==> config.mk <==
export PLATFORM = sky130hd
export DESIGN_NAME = averager_scheduler
export DESIGN_NICKNAME = d
export VERILOG_FILES = /design/src/rtl/averager_scheduler.sv
export SDC_FILE = /design/constraint.sdc
export NUM_CORES = 1
export LEC_CHECK = 0
export ABC_AREA = 1
export CELL_PAD_IN_SITES_DETAIL_PLACEMENT = 1
export CELL_PAD_IN_SITES_GLOBAL_PLACEMENT = 2
export CORE_MARGIN = 3
export CORE_UTILIZATION = 19
export CTS_BUF_LIST = sky130_fd_sc_hd__clkbuf_8
export DETAILED_ROUTE_END_ITERATION = 6
export PLACE_DENSITY = 0.87
export SETUP_SLACK_MARGIN = 0.1
export SLEW_MARGIN = 30
export SYNTH_ARGS = -nofsm -noshare
export SYNTH_HDL_FRONTEND = slang
export SYNTH_SLANG_ARGS = --single-unit
==> constraint.sdc <==
create_clock -name clk -period 6 [get_ports clk]
set_clock_uncertainty 0.1 [all_clocks]
set_input_delay 1.2 -clock clk [delete_from_list [all_inputs] [get_ports clk]]
set_output_delay 1.2 -clock clk [all_outputs]
set_load 0.01 [all_outputs]
==> src/rtl/averager_scheduler.sv <==
// averager_scheduler
//   Sequences the 16-lane averager tree. It accepts a window command and
//   pulses the tree start for each window. It gates source beats into the
//   tree, then pads the tree pipeline with zero beats. It drops tree outputs
//   that predate the current window and sums the averaged samples. Each
//   window sum goes out on a result stream that honours backpressure.
// Ports
//   clk, rst                    clock, synchronous active-high reset
//   cmd_*                       window command (persist length, window count)
//   src_*                       source beat stream into the scheduler
//   avg_start/avg_persist_len   tree start pulse and latched window length
//   avg_s_*                     beats into the tree
//   avg_m_*                     averaged samples out of the tree
//   res_*                       one signed sum per window, index, last flag
//   busy, done, err_timeout     status: active, command complete, aborted
module averager_scheduler #(
  parameter int IN_DATA_WIDTH  = 256,
  parameter int OUT_DATA_WIDTH = 16,
  parameter int ACC_WIDTH      = 32,
  parameter int IDX_WIDTH      = 8,
  parameter int TREE_LATENCY   = 4,
  parameter int STALL_TIMEOUT  = 1024
) (
  input  logic                      clk,
  input  logic                      rst,
  input  logic                      cmd_valid,
  output logic                      cmd_ready,
  input  logic [15:0]               cmd_persist_len,
  input  logic [IDX_WIDTH-1:0]      cmd_num_windows,
  input  logic [IN_DATA_WIDTH-1:0]  src_tdata,
  input  logic                      src_tvalid,
  output logic                      src_tready,
  output logic                      avg_start,
  output logic [15:0]               avg_persist_len,
  output logic [IN_DATA_WIDTH-1:0]  avg_s_tdata,
  output logic                      avg_s_tvalid,
  input  logic [OUT_DATA_WIDTH-1:0] avg_m_tdata,
  input  logic                      avg_m_tvalid,
  output logic [ACC_WIDTH-1:0]      res_tdata,
  output logic [IDX_WIDTH-1:0]      res_tindex,
  output logic                      res_tlast,
  output logic                      res_tvalid,
  input  logic                      res_tready,
  output logic                      busy,
  output logic                      done,
  output logic                      err_timeout
);

  typedef enum logic [2:0] {S_IDLE, S_START, S_FEED, S_FLUSH, S_WAIT, S_EMIT} state_t;

  localparam int PADS = TREE_LATENCY - 1;
  localparam int IW   = $clog2(TREE_LATENCY + 1);
  localparam int SW   = (STALL_TIMEOUT > 1) ? $clog2(STALL_TIMEOUT) : 1;

  state_t               state_q, state_d;
  logic [15:0]          len_q, len_d;
  logic [IDX_WIDTH-1:0] num_q, num_d, idx_q, idx_d;
  logic [ACC_WIDTH-1:0] acc_q, acc_d;
  logic [15:0]          beat_q, beat_d, smp_q, smp_d;
  logic [IW-1:0]        pad_q, pad_d;
  logic [IW-1:0]        iss_q, iss_d;    // beats issued this window (saturating)
  logic [IW-1:0]        issp_q, issp_d;  // iss_q as it was one cycle earlier
  logic [SW-1:0]        stall_q, stall_d;
  logic                 done_q, done_d;
  logic                 emit, sample, stall_hit;

  assign cmd_ready       = (state_q == S_IDLE);
  assign busy            = (state_q != S_IDLE);
  assign src_tready      = (state_q == S_FEED);
  assign avg_s_tvalid    = ((state_q == S_FEED) && src_tvalid) || (state_q == S_FLUSH);
  assign avg_s_tdata     = (state_q == S_FEED) ? src_tdata : '0;
  assign avg_persist_len = busy ? len_q : 16'd0;
  assign emit            = (state_q == S_EMIT);
  assign res_tdata       = emit ? acc_q : '0;
  assign res_tindex      = emit ? idx_q : '0;
  assign res_tlast       = emit && (idx_q == num_q - IDX_WIDTH'(1));
  assign done            = done_q;

  // A tree output is current only once TREE_LATENCY-1 beats had entered the
  // tree before the previous cycle; anything earlier belongs to old data.
  assign sample    = avg_m_tvalid && (smp_q < len_q) && (issp_q == IW'(PADS));
  assign stall_hit = (STALL_TIMEOUT != 0) && (stall_q == SW'(STALL_TIMEOUT - 1));

  always_comb begin
    state_d     = state_q;
    len_d       = len_q;
    num_d       = num_q;
    idx_d       = idx_q;
    acc_d       = acc_q;
    beat_d      = beat_q;
    smp_d       = smp_q;
    pad_d       = pad_q;
    stall_d     = stall_q;
    done_d      = 1'b0;
    avg_start   = 1'b0;
    res_tvalid  = 1'b0;
    err_timeout = 1'b0;
    iss_d       = (avg_s_tvalid && (iss_q != IW'(PADS))) ? iss_q + IW'(1) : iss_q;
    issp_d      = iss_q;

    if (sample) begin
      acc_d = acc_q + ACC_WIDTH'($signed(avg_m_tdata));
      smp_d = smp_q + 16'd1;
    end

    case (state_q)
      S_IDLE: begin
        if (cmd_valid) begin
          len_d = (cmd_persist_len == 16'd0) ? 16'd1 : cmd_persist_len;
          num_d = cmd_num_windows;
          idx_d = '0;
          if (cmd_num_windows == '0) done_d = 1'b1;
          else                       state_d = S_START;
        end
      end
      S_START: begin
        avg_start = 1'b1;
        acc_d     = '0;
        beat_d    = '0;
        smp_d     = '0;
        pad_d     = '0;
        stall_d   = '0;
        iss_d     = '0;
        issp_d    = '0;
        state_d   = S_FEED;
      end
      S_FEED: begin
        if (src_tvalid) begin
          beat_d  = beat_q + 16'd1;
          stall_d = '0;
          if (beat_q == len_q - 16'd1) state_d = (PADS > 0) ? S_FLUSH : S_WAIT;
        end else if (stall_hit) begin
          err_timeout = 1'b1;
          state_d     = S_IDLE;
        end else begin
          stall_d = stall_q + SW'(1);
        end
      end
      S_FLUSH: begin
        pad_d = pad_q + IW'(1);
        if (pad_q == IW'(PADS - 1)) state_d = S_WAIT;
      end
      S_WAIT: state_d = S_EMIT;
      S_EMIT: begin
        res_tvalid = 1'b1;
        if (res_tready) begin
          if (res_tlast) begin
            done_d  = 1'b1;
            state_d = S_IDLE;
          end else begin
            idx_d   = idx_q + IDX_WIDTH'(1);
            state_d = S_START;
          end
        end
      end
      default: state_d = S_IDLE;
    endcase
  end

  always_ff @(posedge clk) begin
    if (rst) begin
      state_q <= S_IDLE;
      len_q   <= '0;
      num_q   <= '0;
      idx_q   <= '0;
      acc_q   <= '0;
      beat_q  <= '0;
      smp_q   <= '0;
      pad_q   <= '0;
      iss_q   <= '0;
      issp_q  <= '0;
      stall_q <= '0;
      done_q  <= 1'b0;
    end else begin
      state_q <= state_d;
      len_q   <= len_d;
      num_q   <= num_d;
      idx_q   <= idx_d;
      acc_q   <= acc_d;
      beat_q  <= beat_d;
      smp_q   <= smp_d;
      pad_q   <= pad_d;
      iss_q   <= iss_d;
      issp_q  <= issp_d;
      stall_q <= stall_d;
      done_q  <= done_d;
    end
  end

endmodule

[Word-level counts from Yosys, hierarchy flattened]
Cells that the tools add are included.
Cells by class
  mux-type cells: 34
  magnitude comparators: 1
  eq/ne operators: 20
  reduce and logical (&&, ||, !) cells: 19
  add/subtract/negate cells: 9
Operators by type and width (count)
  $mux 256: 1
  $mux 16: 3
  $add 16x1->16 const B: 2
  $add 32x32->32: 1
  $mux 32: 1
  $mux 8: 4
  $pmux 16 s2: 1
  $mux 3: 7
  $mux 10: 2
  $pmux 10 s2: 1
  $pmux 3 s6: 1
  $eq 16x16->1: 1
  $logic_not 16->1: 1
  $lt 16x16->1: 1
  $pmux 8 s2: 1
  $sub 16x1->16 const B: 1
  $eq 3x2->1 const B: 4
  $add 10x1->10 const B: 1
  $eq 10x10->1 const B: 1
  $mux 1: 10
  $ne 2x2->1 const B: 5
  $ne 3x2->1 const B: 3
  $add 8x1->8 const B: 1
  $eq 8x8->1: 1
  18 further kinds: 28
Storage, ports and cells
  flip-flop bits (word level): 119
  output and inout bits: 321
  logic and storage cells: 95
  input bits: 302

[Depth between registers and ports, before layout]
  word-level depth: 6
  mapped depth: 16
  gate-level depth less buffers: 16

[Worst setup path after synthesis]
Ideal clock, no wire load.
  path type: input -> register
  start point: in avg_m_tdata[0]
  end point: reg acc_q[30]
  data arrival time: 2.940 ns
  slack: 2.851 ns
  stages: 15
  setup time: 0.109 ns
  cell sequence: ha_1 inv_1 fa_1 inv_1 nand3_1 nand2_1 a21boi_0 o21ai_0 nand2_1 nand2_1 nand2_1 nand3_1 nand3_1 nand2_1 inv_1
Between the ends
  word-level cells in the longest chain between the ends: 1
Ends and longest elaborated chain
  start: declaration: RTL line 37  | input logic [OUT_DATA_WIDTH-1:0] avg_m_tdata,
  $add 32x32->32: RTL line 102  | acc_d = acc_q + ACC_WIDTH'($signed(avg_m_tdata));
  end signal: assignment: RTL line 166  | acc_q <= '0;
  end signal: assignment: RTL line 179  | acc_q <= acc_d;
  end: declaration: RTL line 58  | logic [ACC_WIDTH-1:0] acc_q, acc_d;
No other way between the ends.
A chain may end at the register's enable or synchronous reset.

[Worst setup path after layout]
  start point: reg state_q[1]
  end point: out avg_s_tdata[40]
Between the ends
  word-level cells in the longest chain between the ends: 2
Ends and longest elaborated chain
  start: declaration: RTL line 55  | state_t state_q, state_d;
  start signal: assignment: RTL line 175  | state_q <= state_d;
  $eq 3x2->1: RTL line 71  | assign avg_s_tdata = (state_q == S_FEED) ? src_tdata : '0;
  $mux 256: RTL line 71
  end: declaration: RTL line 35  | output logic [IN_DATA_WIDTH-1:0] avg_s_tdata,
No other way between the ends.

==> reports/qor.log <==
INFO  outcome        result_of_the_run=finished clean
INFO  sta            hold_violations=0
INFO  critical_path  cp-end-kind=output port
INFO  power_and_ir_drop post_layout_power=4900uW
INFO  sta            tightest_pin_transition=0.942ns
INFO  sta            slew_headroom=37.2%
INFO  critical_path  kind_of_critical_path=register to output port
INFO  sta            rsz0062_at_grt=false
INFO  critical_path  regToRegSetupSlack=2.70ns
INFO  synth          synth_edf_count=0
INFO  routing        routed-via-count=14400
INFO  cts            clock_tree.root_cell=clkbuf_8
INFO  synth          synth_largest_type_area_fraction=22.6%
INFO  placement      port_buffers=622
INFO  synth          synth.cell_area=0.0106sqmm
INFO  synth          synth_cell_type_count=41
INFO  routing        remaining_drcs=0
INFO  synth          synthesis.yosys.warnings=0
INFO  routing        detailedRoute.firstPassIterationCount=4
INFO  cts            cts_tree=done
INFO  critical_path  number_of_cells_on_the_worst_reg_to_reg_path=11
INFO  final_layout   fin_nets=2829
INFO  routing        vias_per_cell=4.46
INFO  power_and_ir_drop p_per_area=273mW/mm^2
INFO  floorplanning  dieHeight=242um
INFO  final_layout   synthToLayoutAreaGrowth=69.6%
INFO  synth          netlist.top_cell.by_area=dfxtp_1
INFO  grt            largest_net_degree_at_the_start_of_global_routing=167
INFO  cts            cts_post_setup_buffers_inserted=0
INFO  floorplanning  design.die.area=0.0584sqmm
INFO  critical_path  timing.critical_path.fanout_max=166
INFO  critical_path  worstSetupStartpoint=state_q[1]
INFO  final_layout   layout.cells.non_filler=3229
INFO  routing        drt_iter0_drc=845
INFO  critical_path  worstPathArrival=3.68ns
INFO  worst_hold_path hold_path_class=register to register
INFO  cts            cts_htree_levels=4
INFO  floorplanning  pin_count=623
INFO  cts            cts_hold_repair.buffers=0
INFO  placement      preCtsSetupSlack=1.71ns
INFO  routing        dr_wl_cell=26.7um
INFO  synth          syn_avg_cell_area=5.60squm
INFO  critical_path  worstReg2RegStart=len_q[7]
INFO  cts            clk_pin_slew_worst_paths=0.08ns
INFO  synth          cell_types_with_the_largest_area_share_after_synthesis=dfxtp_1 (23%), nor2_1 (16%), inv_1 (16%), nand2_1 (9.8%), ha_1 (6.6%)
INFO  sta            clock.fmax=0.201GHz
INFO  sta            finalWorstPathRequiredPeriod=4.98ns
INFO  cts            ctsLongestPathBuffers=2
INFO  grt            antenna_violations_before_repair=31
INFO  sta            post-route-period-util=83.0%
INFO  synth          synthFlopType=dfxtp_1
INFO  synth          synth.yosys.seq_area_share=22.6%
INFO  sta            tns=0ns
INFO  critical_path  timing.rr.end=acc_q[19]
INFO  power_and_ir_drop ir_drop=308uV
INFO  routing        routed_wl=86300um
INFO  sta            finalWorstSetupSlack=1.02ns
INFO  floorplanning  die_width=242um
INFO  run            maxCapViolCount=0
INFO  placement      hpwl=75300um
INFO  floorplanning  core_area=0.0543sqmm
INFO  critical_path  start_kind=register
INFO  power_and_ir_drop static-leakage-power=0.00810uW
INFO  cts            clkLatencyLatePin=0.46ns
INFO  critical_path  timing.critical_path.to=avg_s_tdata[40]
INFO  cts            cts_inserted_buffers=17
INFO  floorplanning  initial_utilization=19.4%
INFO  final_layout   drive_gt1_share=2.26%
INFO  floorplanning  row_count=85
INFO  placement      gp_congestion=1.00
INFO  synth          synth-seq-cells=119
INFO  grt            first_global_vias=15000
INFO  routing        ant_nets=0
INFO  grt            global_route.usage.total=28.7%
INFO  grt            wire_length_of_the_first_global_routing_pass=119000um
INFO  cts            clock-sinks=119
INFO  sta            final_report_max_slew_violation_count=0
INFO  final_layout   fillers=6901
INFO  synth          number_of_standard_cells_after_synthesis=1884
INFO  placement      dp.cells=3190
INFO  critical_path  crit_required=4.70ns
INFO  synth          synthesis.nets=2243
INFO  grt            grt_overflow=0
INFO  synth          postSynth.asyncResetShare=0%
INFO  sta            setup_viol=0
INFO  cts            ctsResizeCount=0
-- stage by stage --
| step | area, sq um | util, % | hold slack [ns] |
|---|---|---|---|
| after floorplan | 10600 | - | 0.322 |
| after global placement | 17500 | 32.2 | 0.341 |
| after detailed placement | 17500 | 32.2 | 0.357 |
| after CTS | 17900 | 32.9 | 0.371 |
| after global routing | 17900 | 32.9 | 0.405 |
| final | 17900 | 32.9 | 0.372 |
-- worst max-delay path: stages, from the launching register on --
cell and delay (ns):
dfxtp_1 0.40, inv_2 0.08, nor3_4 0.38, clkinv_8 0.56, buf_4 0.68, nor2_1 0.33, clkdlybuf4s50_1 0.62
-- registers in the layout, indices dropped and copies added, names as in the netlist, 8 cells and up --
name,cells
acc_q,32
beat_q,16
idx_q,8
len_q,16
num_q,8
smp_q,16
stall_q,10
-- kinds of logic (layout without fill, tap and decap cells) --
group	Yosys count	after routing	share of synthesized area, %
AO/OA/AOI/OAI	260	260	13.2
AND/OR/NAND/NOR	872	872	33.9
buffers and inverters	515	1113	18.5
other	0	8	0
adder cells (fa/ha/maj)	57	57	6.83
flip-flops	119	119	22.6
XOR/XNOR	61	61	5.06
-- where the power goes --
part	internal, uW	leakage (uW)	switching [uW]	total [uW]
Combinational	1320	0.00696	1910	3230
Clock	332	0.000178	372	703
Sequential	873	0.000965	88.9	962
Total	2530	0.00810	2370	4900
-- layout make-up --
type,instances,area [sq um],share of cell area [%]
Sequential cell,119,2380,13.3
Timing Repair Buffer,629,6280,35.1
Tap cell,739,925,5.16
Antenna cell,8,20.0,0.112
Inverter,453,1710,9.57
Clock buffer,18,248,1.38
Clock inverter,13,110,0.615
Multi-Input combinational cell,1250,6230,34.8
-- worst min-delay path by stage --
stage              from         to  slack, ns  cells after the start
2_1_floorplan  iss_q[1]  issp_q[1]       0.32                      2
3_3_place_gp   iss_q[1]  issp_q[1]       0.34                      2
3_5_place_dp   iss_q[1]  issp_q[1]       0.36                      2
4_1_cts        iss_q[1]  issp_q[1]       0.37                      2
5_1_grt        pad_q[2]   pad_q[2]       0.41                      2
6_report       iss_q[1]  issp_q[1]       0.37                      2
-- routing by layer --
metal	share of wire (%)	vias up	global-route usage [%]
li1	-	6867	-
met1	46	7008	39.0
met2	46	483	47.5
met3	7.4	54	7.02
met4	0.80	4	2.85
met5	0.030	-	0
-- cells in the mapped netlist, types with 2 or more instances --
| master | count |
|---|---|
| a21oi_1 | 138 |
| inv_2 | 4 |
| xnor2_1 | 20 |
| o21ai_0 | 81 |
| nor2_2 | 2 |
| nand3_1 | 67 |
| dfxtp_1 | 119 |
| nor4_1 | 12 |
| buf_1 | 6 |
| nor3_1 | 23 |
| a21o_1 | 4 |
| and3_1 | 2 |
| inv_1 | 446 |
| buf_2 | 9 |
| nand3_2 | 3 |
| xor2_1 | 41 |
| nor2_4 | 2 |
| nor2_1 | 452 |
| a21boi_0 | 2 |
| nand2_4 | 3 |
| nand2_1 | 277 |
| o21bai_1 | 3 |
| a211oi_1 | 19 |
| nand4_1 | 18 |
| nand3b_1 | 7 |
| ha_1 | 56 |
| clkbuf_1 | 46 |
| o21ai_1 | 5 |
| o21a_1 | 3 |
| clkinv_1 | 3 |
-- layout by cell type (no fill, tap or decap), drive strengths merged --
| master | instances |
|---|---|
| bufinv | 1 |
| a221oi | 1 |
| o21bai | 3 |
| a2bb2oi | 1 |
| a21oi | 138 |
| ha | 56 |
| nand3 | 70 |
| xnor2 | 20 |
| a21boi | 2 |
| clkinvlp | 4 |
| clkinv | 11 |
| a211oi | 19 |
| buf | 7 |
| a21o | 4 |
| o221ai | 1 |
| clkdlybuf4s50 | 622 |
| nand3b | 7 |
| o21ai | 86 |
| nor4 | 12 |
| and3 | 2 |
| xor2 | 41 |
| nand4 | 18 |
| dfxtp | 119 |
| clkbuf | 18 |
| o22ai | 1 |
| diode | 8 |
| nand2 | 281 |
| nor3 | 25 |
| fa | 1 |
| inv | 450 |
| nand2b | 1 |
| o211ai | 1 |
| o21a | 3 |
| nor2 | 456 |
Power figures use the tool's default switching activity.
